[src/rtl/led_pkg.sv]
// Shared types and register offsets for the LED MMIO controller.
package led_pkg;

    typedef enum logic [1:0] {
        STATIC = 2'd0,
        BLINK  = 2'd1,
        ROTL   = 2'd2,
        ROTR   = 2'd3
    } led_mode_e;

    localparam logic [3:0] DATA   = 4'h0;
    localparam logic [3:0] MODE   = 4'h4;
    localparam logic [3:0] PERIOD = 4'h8;
    localparam logic [3:0] STATUS = 4'hC;

endpackage

[src/rtl/led_mmio_ctrl_if.sv]
// Single-cycle CPU load/store bus seen by the LED register window.
interface led_mmio_ctrl_if;
    logic [31:0] bus_addr;
    logic [31:0] bus_wdata;
    logic        bus_we;
    logic        bus_re;
    logic [31:0] bus_rdata;
    logic        bus_ready;

    modport master (
        output bus_addr, bus_wdata, bus_we, bus_re,
        input  bus_rdata, bus_ready
    );

    modport slave (
        input  bus_addr, bus_wdata, bus_we, bus_re,
        output bus_rdata, bus_ready
    );
endinterface

[src/rtl/led_prescaler.sv]
// Reloadable down-counter; ticks while enabled and at zero, then reloads.
module led_prescaler #(
    parameter int                  PERIOD_W   = 24,
    parameter logic [PERIOD_W-1:0] PERIOD_RST = 24'd5_000_000
) (
    input  logic                clk,
    input  logic                rst,
    input  logic                en_i,
    input  logic                reload_i,
    input  logic [PERIOD_W-1:0] period_i,
    output logic                tick_o
);

    logic [PERIOD_W-1:0] count_q, count_d;

    // A period of zero reloads to zero, so the counter ticks every cycle.
    always_comb begin
        count_d = count_q;
        if (reload_i) begin
            count_d = period_i;
        end else if (en_i) begin
            count_d = (count_q == '0) ? period_i : count_q - PERIOD_W'(1);
        end
    end

    always_ff @(posedge clk) begin
        if (rst) begin
            count_q <= PERIOD_RST;
        end else begin
            count_q <= count_d;
        end
    end

    assign tick_o = en_i && (count_q == '0);

endmodule

[src/rtl/led_mmio_ctrl.sv]
// Memory-mapped LED pattern controller: static, blink and rotate modes
// paced by a prescaler, emitting one-cycle load strobes downstream.
module led_mmio_ctrl
    import led_pkg::*;
#(
    parameter logic [31:0]         LED_BASE   = 32'hFFFF_0000,
    parameter int                  PERIOD_W   = 24,
    parameter logic [PERIOD_W-1:0] PERIOD_RST = 24'd5_000_000
) (
    input  logic                  clk,
    input  logic                  rst,
    led_mmio_ctrl_if.slave        bus,
    output logic [7:0]            led_load_data,
    output logic                  led_load
);

    logic [7:0]          pattern_q, pattern_d;
    led_mode_e           mode_q, mode_d;
    logic [PERIOD_W-1:0] period_q, period_d;
    logic                phase_q, phase_d;
    logic                load_q, load_d;
    logic [7:0]          load_data_q, load_data_d;
    logic                ready_q, ready_d;
    logic [31:0]         rdata_q, rdata_d;

    logic       hit, wr, rd, tick, presc_reload;
    logic [3:0] off;

    assign hit = (bus.bus_addr[31:4] == LED_BASE[31:4]);
    assign wr  = hit && bus.bus_we;
    assign rd  = hit && bus.bus_re && !bus.bus_we;
    assign off = {bus.bus_addr[3:2], 2'b00};

    led_prescaler #(
        .PERIOD_W   (PERIOD_W),
        .PERIOD_RST (PERIOD_RST)
    ) u_presc (
        .clk      (clk),
        .rst      (rst),
        .en_i     (mode_q != STATIC),
        .reload_i (presc_reload),
        .period_i (period_q),
        .tick_o   (tick)
    );

    always_comb begin
        pattern_d    = pattern_q;
        mode_d       = mode_q;
        period_d     = period_q;
        phase_d      = phase_q;
        load_d       = 1'b0;
        load_data_d  = load_data_q;
        ready_d      = wr || rd;
        rdata_d      = 32'h0;
        presc_reload = 1'b0;

        // An accepted write swallows a coincident tick.
        if (wr) begin
            case (off)
                DATA: begin
                    pattern_d   = bus.bus_wdata[7:0];
                    load_d      = 1'b1;
                    load_data_d = bus.bus_wdata[7:0];
                end
                MODE: begin
                    mode_d       = led_mode_e'(bus.bus_wdata[1:0]);
                    presc_reload = 1'b1;
                    phase_d      = 1'b1;
                    load_d       = 1'b1;
                    load_data_d  = pattern_q;
                end
                PERIOD:  period_d = bus.bus_wdata[PERIOD_W-1:0];
                default: ;
            endcase
        end else if (tick) begin
            case (mode_q)
                BLINK: begin
                    phase_d     = !phase_q;
                    load_d      = 1'b1;
                    load_data_d = phase_q ? 8'h00 : pattern_q;
                end
                ROTL: begin
                    pattern_d   = {pattern_q[6:0], pattern_q[7]};
                    load_d      = 1'b1;
                    load_data_d = {pattern_q[6:0], pattern_q[7]};
                end
                ROTR: begin
                    pattern_d   = {pattern_q[0], pattern_q[7:1]};
                    load_d      = 1'b1;
                    load_data_d = {pattern_q[0], pattern_q[7:1]};
                end
                default: ;
            endcase
        end

        if (rd) begin
            case (off)
                DATA:    rdata_d = {24'h0, pattern_q};
                MODE:    rdata_d = {30'h0, mode_q};
                PERIOD:  rdata_d = 32'(period_q);
                default: rdata_d = {21'h0, phase_q, mode_q, load_data_q};
            endcase
        end
    end

    always_ff @(posedge clk) begin
        if (rst) begin
            pattern_q   <= 8'h00;
            mode_q      <= STATIC;
            period_q    <= PERIOD_RST;
            phase_q     <= 1'b1;
            load_q      <= 1'b0;
            load_data_q <= 8'h00;
            ready_q     <= 1'b0;
            rdata_q     <= 32'h0;
        end else begin
            pattern_q   <= pattern_d;
            mode_q      <= mode_d;
            period_q    <= period_d;
            phase_q     <= phase_d;
            load_q      <= load_d;
            load_data_q <= load_data_d;
            ready_q     <= ready_d;
            rdata_q     <= rdata_d;
        end
    end

    assign led_load      = load_q;
    assign led_load_data = load_data_q;
    assign bus.bus_ready = ready_q;
    assign bus.bus_rdata = rdata_q;

endmodule

[src/flat_wrapper.sv]
// flat-port wrapper written by rule: the top's interface ports become plain ports
module led_mmio_ctrl_flat import led_pkg::*;
#(
    parameter logic [31:0]         LED_BASE   = 32'hFFFF_0000,
    parameter int                  PERIOD_W   = 24,
    parameter logic [PERIOD_W-1:0] PERIOD_RST = 24'd5_000_000
)
  (clk, rst, led_load_data, led_load, bus_bus_addr, bus_bus_wdata, bus_bus_we, bus_bus_re, bus_bus_rdata, bus_bus_ready);
  led_mmio_ctrl_if bus_i ();
  input  logic clk;
  input  logic rst;
  output logic [7:0] led_load_data;
  output logic led_load;
  input wire logic [$bits(bus_i.bus_addr)-1:0] bus_bus_addr;
  input wire logic [$bits(bus_i.bus_wdata)-1:0] bus_bus_wdata;
  input wire logic [$bits(bus_i.bus_we)-1:0] bus_bus_we;
  input wire logic [$bits(bus_i.bus_re)-1:0] bus_bus_re;
  output wire logic [$bits(bus_i.bus_rdata)-1:0] bus_bus_rdata;
  output wire logic [$bits(bus_i.bus_ready)-1:0] bus_bus_ready;
  assign bus_i.bus_addr = bus_bus_addr;
  assign bus_i.bus_wdata = bus_bus_wdata;
  assign bus_i.bus_we = bus_bus_we;
  assign bus_i.bus_re = bus_bus_re;
  assign bus_bus_rdata = bus_i.bus_rdata;
  assign bus_bus_ready = bus_i.bus_ready;
  led_mmio_ctrl #(.LED_BASE(LED_BASE), .PERIOD_W(PERIOD_W), .PERIOD_RST(PERIOD_RST)) u_core (.clk(clk), .rst(rst), .bus(bus_i), .led_load_data(led_load_data), .led_load(led_load));
endmodule
[config.mk]
export PLATFORM = sky130hd
export DESIGN_NAME = led_mmio_ctrl_flat
export DESIGN_NICKNAME = d
export VERILOG_FILES = /design/src/rtl/led_pkg.sv /design/src/rtl/led_mmio_ctrl_if.sv /design/src/rtl/led_prescaler.sv /design/src/rtl/led_mmio_ctrl.sv /design/src/flat_wrapper.sv
export SDC_FILE = /design/constraint.sdc
export NUM_CORES = 1
export LEC_CHECK = 0
export ABC_CLOCK_PERIOD_IN_PS = 3000
export CORE_UTILIZATION = 35
export DETAILED_ROUTE_END_ITERATION = 7
export PLACE_DENSITY = 0.67
export SYNTH_ARGS = -nofsm -noshare
export SYNTH_HDL_FRONTEND = slang
export SYNTH_SLANG_ARGS = --single-unit
[constraint.sdc]
create_clock -name clk -period 3 [get_ports clk]
set_input_delay 0.6 -clock clk [delete_from_list [all_inputs] [get_ports clk]]
set_output_delay 0.6 -clock clk [all_outputs]
set_load 0.01 [all_outputs]
==> results by group, run 1 <==
Critical path
  – CP peak stage delay: 0.52 ns
  – R2r worst-path depth: 5
  – Register-to-Register Setup Slack: 0.50 ns
  – Maximum fanout along the worst path: 8
  – Buf/Inv on CP: 1
  – Critical Path End: u_core.pattern_q[2]
  – Crit path capture type: flop
  – Worst EP arrival: 2.87 ns
  – Worst R2R Start: u_core.u_presc.count_q[4]
  – CP required: 3.25 ns
  – Critical path depth: 6
  – Critical Path Source: bus_bus_addr[12]
  – Startpoint Class: input pin
  – Crit path kind: in2reg
  – Crit path max-delay family: simple AND/OR/NAND/NOR gates
  – Worst r2r dst: u_core.pattern_q[2]
  – Worst path slowest cell: or4_1
  – Critical path, cell by cell: clkdlybuf4s50_1 > nor4b_1 > nand4_1 > or4_1 > and2_1 > o41ai_2

Place
  – IO buf count: 91
  – Dpl hpwl: 10.7 mm
  – DP Area: 0.00624 sq mm
  – Routability Congestion: 0.866
  – Dpl ws: 0.0336 ns

Synthesis
  – Main synth FF type: dfxtp_1
  – Synth area leader: dfxtp_1
  – Top cells by area, synth: dfxtp_1 (37%), mux2i_1 (6.8%), nand2_1 (4.9%)
  – Sequential-to-total area share from yosys stat: 0.370
  – Seq cells post-synth: 93
  – Mapped Cells: 595
  – Mux cell area share after synthesis: 0.124
  – Synth Area in XOR/XNOR: 0
  – Adder-cell share of the synthesized area: 0.00498
  – Library cells used by synthesis: 58
  – Synth Area in Simple Gates: 0.256
  – Synth warn: 0
  – Post-synth EDFFs: 0
  – Synth Cell Area: 0.00503 sq mm
  – Asr flop ratio synth: 0
  – Yosys top cell area share: 0.370
  – Top-count cell post-synth: dfxtp_1
  – Largest family of logic cells by synthesized area: simple AND/OR/NAND/NOR gates
  – Mean post-synth cell area: 8.45 sq um
  – Commonest cells post-synth: dfxtp_1 (93), nand2_1 (65), a21oi_1 (43)
  – Synth Area in Compound Gates: 0.177

Clock tree
  – Post-CTS Resized: 0
  – H-tree Lvls: 3
  – Post-CTS Repair Setup Buffers: 0
  – Clock slew at reported path FFs: 0.07 ns
  – CTS root buffer: clkbuf_16
  – CTS buffer count: 9
  – # clock sinks: 93
  – CTS tree: built
  – Clock buffer depth: 2
  – Clk Latency, worst-skew pair: 0.35 ns
  – Hold buffers post-CTS: 0

Global routing
  – First-pass GRT wire length: 24.0 mm
  – Global route overflow: 0
  – Pin count of the biggest net entering global routing: 37
  – Overall routing resource usage: 0.206
  – Vias in the first global route: 4763
  – Initial antenna violation count: 0

Layout
  – ANT cells: 0
  – Fill cells: 1267
  – Sequential standard cell area: 0.00186 sq mm
  – Fin area: 0.00653 sq mm
  – Area grow syn2layout: 29.8%
  – Layout cells sized above 1: 0.129
  – Area of the multi-input gates: 0.00286 sq mm
  – Nets@finish: 754

Route
  – First-pass detailed-route iteration total: 5
  – # DRC: 0
  – Drt via density: 5.75
  – Final wirelength: 14.9 mm
  – Initial DRC count: 526
  – Detail Route met2 WL: 6.88 mm
  – WL per Instance: 17.2 um
  – DR vias: 4993
  – Routed wl met3: 1.13 mm
  – Final ANT Viol Nets: 0
  – DR top layer: met4
  – Routed met1 length: 6.62 mm

Power
  – P_leak: 2.44 nW
  – Peak supply drop: 0.238 mV
  – Power per cell area: 390 mW/mm^2

Timing
  – Worst-margin pin slew: 0.659 ns
  – Period utilization: 0.871
  – Slew headroom: 0.557
  – Final setup fails: 0
  – Final Hold Viols: 0
  – RSZ-0062 raised after global routing: false
  – Fin. max-slew vios: 0
  – Final TNS setup: 0 ns
  – Final worst clock skew: 0.00566 ns
  – Clock period minus worst slack: 2.61 ns
  – Peak Freq: 383 MHz
  – Final worst slack: 0.386 ns

Floorplan
  – Core Region: 0.0139 sq mm
  – Die extent in x: 122 um
  – Die Y-Extent: 122 um
  – FP Rows: 43
  – Initial Utilization: 0.361
  – Full die area: 0.0148 sq mm
  – I/O pin total: 110

Hold path
  – Worst hold path type: reg2reg
  – Hold depth: 2

Job
  – Max-cap viol count: 0

Outcome
  – Status: completed
## final cells by class
type / count / share of cell area
clock buffers: 13 / 0.0368
clock inverters: 3 / 0.00709
inverters: 19 / 0.0109
multi-input cells: 433 / 0.438
flip-flops and latches: 93 / 0.285
well taps: 180 / 0.0345
repair buffers: 128 / 0.187
## flip-flops by register name, summed over array words and instances (netlist names)
name                    flops
u_core.u_presc.count_q     24
u_core.period_q            24
u_core.phase_q              1
u_core.mode_q               2
u_core.bus.bus_rdata       24
u_core.pattern_q            8
u_core.led_load_data        8
u_core.led_load             1
u_core.bus.bus_ready        1
## metal layers
metal	track usage	vias to the layer above
li1	-	2347
met1	0.282	2386
met2	0.320	232
met3	0.0342	28
met4	0.0849	0
met5	0	-
## through the flow
| stage | hold slack (ns) | power [mW] | util | cells |
|---|---|---|---|---|
| floorplan | 0.438 | 1.33 | - | 602 |
| global placement | 0.456 | 1.42 | 0.448 | 853 |
| detailed placement | 0.462 | 1.43 | 0.448 | 853 |
| CTS | 0.472 | 2.55 | 0.468 | 869 |
| global route | 0.493 | 2.61 | 0.468 | 869 |
| finish | 0.468 | 2.54 | 0.468 | 869 |
## layout by cell type, fill, tap and decap left out, types with 4 or more instances in the layout
master,instances
dfxtp_1,93
clkdlybuf4s50_1,90
nand2_1,65
a21oi_1,43
nor2_1,37
mux2i_1,34
buf_4,34
nand4_1,20
nand3_1,20
mux2_2,20
inv_1,18
nor3_1,17
nor4_1,16
and2_1,16
o21ai_0,13
and3_1,11
o211ai_1,9
clkbuf_16,9
a211oi_1,8
conb_1,8
o41ai_2,7
or3_1,7
or4_1,6
nor3b_1,6
o32ai_1,6
nor2b_1,6
a32o_1,5
o32a_1,5
a22o_1,5
clkbuf_1,4
## worst register-to-register path: stages (launching register included)
cell	delay (ns)
dfxtp_1	0.38
or4_1	0.70
nor4_4	0.42
o2111ai_2	0.20
and2_1	0.32
o41ai_2	0.38
## kinds of logic after synthesis
family / after synthesis
adders and majority gates: 2
other: 1
DFF: 93
and+or+nand+nor: 245
muxes: 57
AOI/OAI and AO/OA: 121
buffers and inverters: 76
## worst min path at each step
stage          slack, ns                 from             endpoint
4_1_cts             0.47  u_core.period_q[13]  u_core.period_q[13]
2_1_floorplan       0.44  u_core.period_q[12]  u_core.period_q[12]
3_5_place_dp        0.46  u_core.period_q[17]  u_core.period_q[17]
6_report            0.47  u_core.period_q[13]  u_core.period_q[13]
3_3_place_gp        0.46  u_core.period_q[16]  u_core.period_q[16]
5_1_grt             0.49   u_core.period_q[5]   u_core.period_q[5]
## report_power, final
part | internal (mW) | switching, mW
combinational | 0.0905 | 0.0690
sequential | 1.24 | 0.00395
clock | 0.650 | 0.492
Note: power is estimated with default switching activity, not from simulation.
==> run 2: changes to the inputs <==
--- a/config.mk
+++ b/config.mk
@@ -5,7 +5,8 @@
 export SDC_FILE = /design/constraint.sdc
 export NUM_CORES = 1
 export LEC_CHECK = 0
-export ABC_CLOCK_PERIOD_IN_PS = 3000
+export ABC_CLOCK_PERIOD_IN_PS = 3100
+export CORE_ASPECT_RATIO = 1.25
 export CORE_UTILIZATION = 35
 export DETAILED_ROUTE_END_ITERATION = 7
 export PLACE_DENSITY = 0.67
==> constraint.sdc (replaced) <==
create_clock -name clk -period 3.1 [get_ports clk]
set_input_delay 0.62 -clock clk [delete_from_list [all_inputs] [get_ports clk]]
set_output_delay 0.62 -clock clk [all_outputs]
set_load 0.01 [all_outputs]
==> results by group, run 2 (same netlist as run 1, synthesis figures left out) <==
Outcome
  – Status: completed

Global routing
  – Pin count of the biggest net entering global routing: 36 (-2.7%)
  – First-pass GRT wire length: 24.7 mm (+2.7%)
  – Vias in the first global route: 4956 (+4.1%)
  – Global route overflow: 0 (unchanged)
  – Overall routing resource usage: 0.214 (+0.00719)
  – Initial antenna violation count: 0 (unchanged)

Power
  – Total chip power: 2.48 mW (-2.5%)
  – Power per cell area: 383 mW/mm^2 (-1.6%)
  – Internal power: 1.93 mW (-2.3%)
  – Peak supply drop: 0.306 mV (+29%)
  – Psw: 0.548 mW (-3.1%)
  – Combinational Power Share: 0.062 (about the same)
  – Register share of total power: 0.484 (-0.004)
  – P_leak: 2.42 nW (-0.95%)
  – Share of total power in the clock network: 0.454 (+0.005)
  – Sw Share: 0.221 (-0.00134)

Layout
  – Nets@finish: 747 (-0.93%)
  – Fill cells: 1347 (+6.3%)
  – ANT cells: 0 (unchanged)
  – Post-Layout Cell Count: 857 (-1.4%)
  – Commonest non-fill, non-tap cell in the layout: dfxtp_1
  – Sequential standard cell area: 0.00186 sq mm (unchanged)
  – Most frequent cells in the layout: dfxtp_1 (93), clkdlybuf4s50_1 (90), nand2_1 (65)
  – Area of the multi-input gates: 0.00286 sq mm (unchanged)
  – Layout cells sized above 1: 0.125 (-0.00454)
  – Area grow syn2layout: 28.7%

Timing
  – Final setup fails: 0 (unchanged)
  – Clock period minus worst slack: 2.67 ns
  – Worst-margin pin slew: 0.871 ns (+0.212 ns)
  – Final worst slack: 0.427 ns (+0.0413 ns)
  – Final worst clock skew: 0.00761 ns (+0.00195 ns)
  – Final Hold Viols: 0 (unchanged)
  – RSZ-0062 raised after global routing: false
  – Period utilization: 0.862
  – Fin. max-slew vios: 0 (unchanged)
  – Peak Freq: 374 MHz
  – Final TNS setup: 0 ns (unchanged)
  – Slew headroom: 0.419 (-0.138)

Place
  – Placed Cells: 841 (-1.4%)
  – Routability Congestion: 0.899 (+3.9%)
  – Dpl ws: 0.0731 ns (+0.0395 ns)
  – IO buf count: 91 (unchanged)
  – Dpl hpwl: 11.3 mm (+4.7%)

Clock tree
  – Hold buffers post-CTS: 0 (unchanged)
  – Clock buffer depth: 2 (unchanged)
  – CTS root buffer: clkbuf_16
  – Clock slew at reported path FFs: 0.07 ns (about the same)
  – Post-CTS Repair Setup Buffers: 0 (unchanged)
  – CTS tree: built
  – Post-CTS Resized: 0 (unchanged)
  – H-tree Lvls: 3 (unchanged)
  – Clk Latency, worst-skew pair: 0.35 ns (about the same)
  – # clock sinks: 93 (unchanged)
  – CTS buffer count: 9 (unchanged)

Floorplan
  – FP Rows: 48 (+12%)
  – Die Y-Extent: 136 um (+12%)
  – Core Region: 0.0139 sq mm (about the same)
  – Full die area: 0.0149 sq mm (about the same)
  – Die extent in x: 109 um (-10%)
  – Initial Utilization: 0.361 (about the same)
  – I/O pin total: 110 (unchanged)

Critical path
  – Register-to-Register Setup Slack: 0.57 ns (+0.07 ns)
  – CP required: 3.34 ns (+0.09 ns)
  – Startpoint Class: input pin
  – Crit path capture type: flop
  – Maximum fanout along the worst path: 8 (unchanged)
  – Worst EP arrival: 2.91 ns (+0.04 ns)
  – Crit path kind: in2reg

Route
  – First-pass detailed-route iteration total: 5 (unchanged)
  – DR vias: 4957 (-0.72%)
  – Final ANT Viol Nets: 0 (unchanged)
  – Initial DRC count: 372 (-29%)
  – # DRC: 0 (unchanged)
  – WL per Instance: 17.9 um (+4.0%)
  – Final wirelength: 15.3 mm (+2.6%)
  – Drt via density: 5.78 (+0.67%)

Hold path
  – Worst hold path type: reg2reg

Job
  – Max-cap viol count: 0 (unchanged)
run 2: cell types whose count changed in the layout (fill, tap and decap cells not counted):
cell	before	now
buf_4	34	28
clkbuf_8	0	1
clkinv_2	0	1
buf_12	3	2
clkbuf_1	4	1
clkinv_4	1	2
run 2: critical path: stages:
cell	delay, ns
clkdlybuf4s50_1	0.49
nand4_1	0.16
or4_1	0.52
or4_1	0.44
and2_1	0.31
o41ai_2	0.37
run 2: final cells by class:
type	count	share of cell area
multi-input cells	433	0.442
well taps	175	0.0338
clock inverters	5	0.00928
inverters	19	0.0110
flip-flops and latches	93	0.288
repair buffers	121	0.179
clock buffers	11	0.0375
run 2: worst paths after layout:
kind,start,endpoint,cells after the start
setup / recovery,bus_bus_addr[24],u_core.pattern_q[2],6
hold / removal,u_core.period_q[15],u_core.period_q[15],2
setup reg to reg,u_core.u_presc.count_q[11],u_core.u_presc.count_q[7],5
hold reg to reg,u_core.period_q[15],u_core.period_q[15],2
run 2: per-stage QoR:
step / utilization / hold slack [ns] / area (sq um)
CTS: 0.464 / 0.476 / 6470
finish: 0.464 / 0.474 / 6470
global placement: 0.443 / 0.464 / 6170
floorplan: - / 0.438 / 5050
global route: 0.464 / 0.500 / 6470
detailed placement: 0.443 / 0.467 / 6170
run 2: power groups by stage:
stage | combinational (mW) | sequential [mW] | clock [mW]
6_report | 0.153 | 1.20 | 1.13
4_1_cts | 0.152 | 1.20 | 1.13
5_1_grt | 0.162 | 1.20 | 1.18
3_5_place_dp | 0.151 | 1.23 | 0
2_1_floorplan | 0.0581 | 1.23 | 0
3_3_place_gp | 0.149 | 1.23 | 0
run 2: layer usage:
metal	vias up	global-route usage	share of wire
li1	2334	-	-
met1	2385	0.247	0.39
met2	187	0.365	0.51
met3	51	0.0355	0.054
met4	0	0.129	0.045
met5	-	0	0
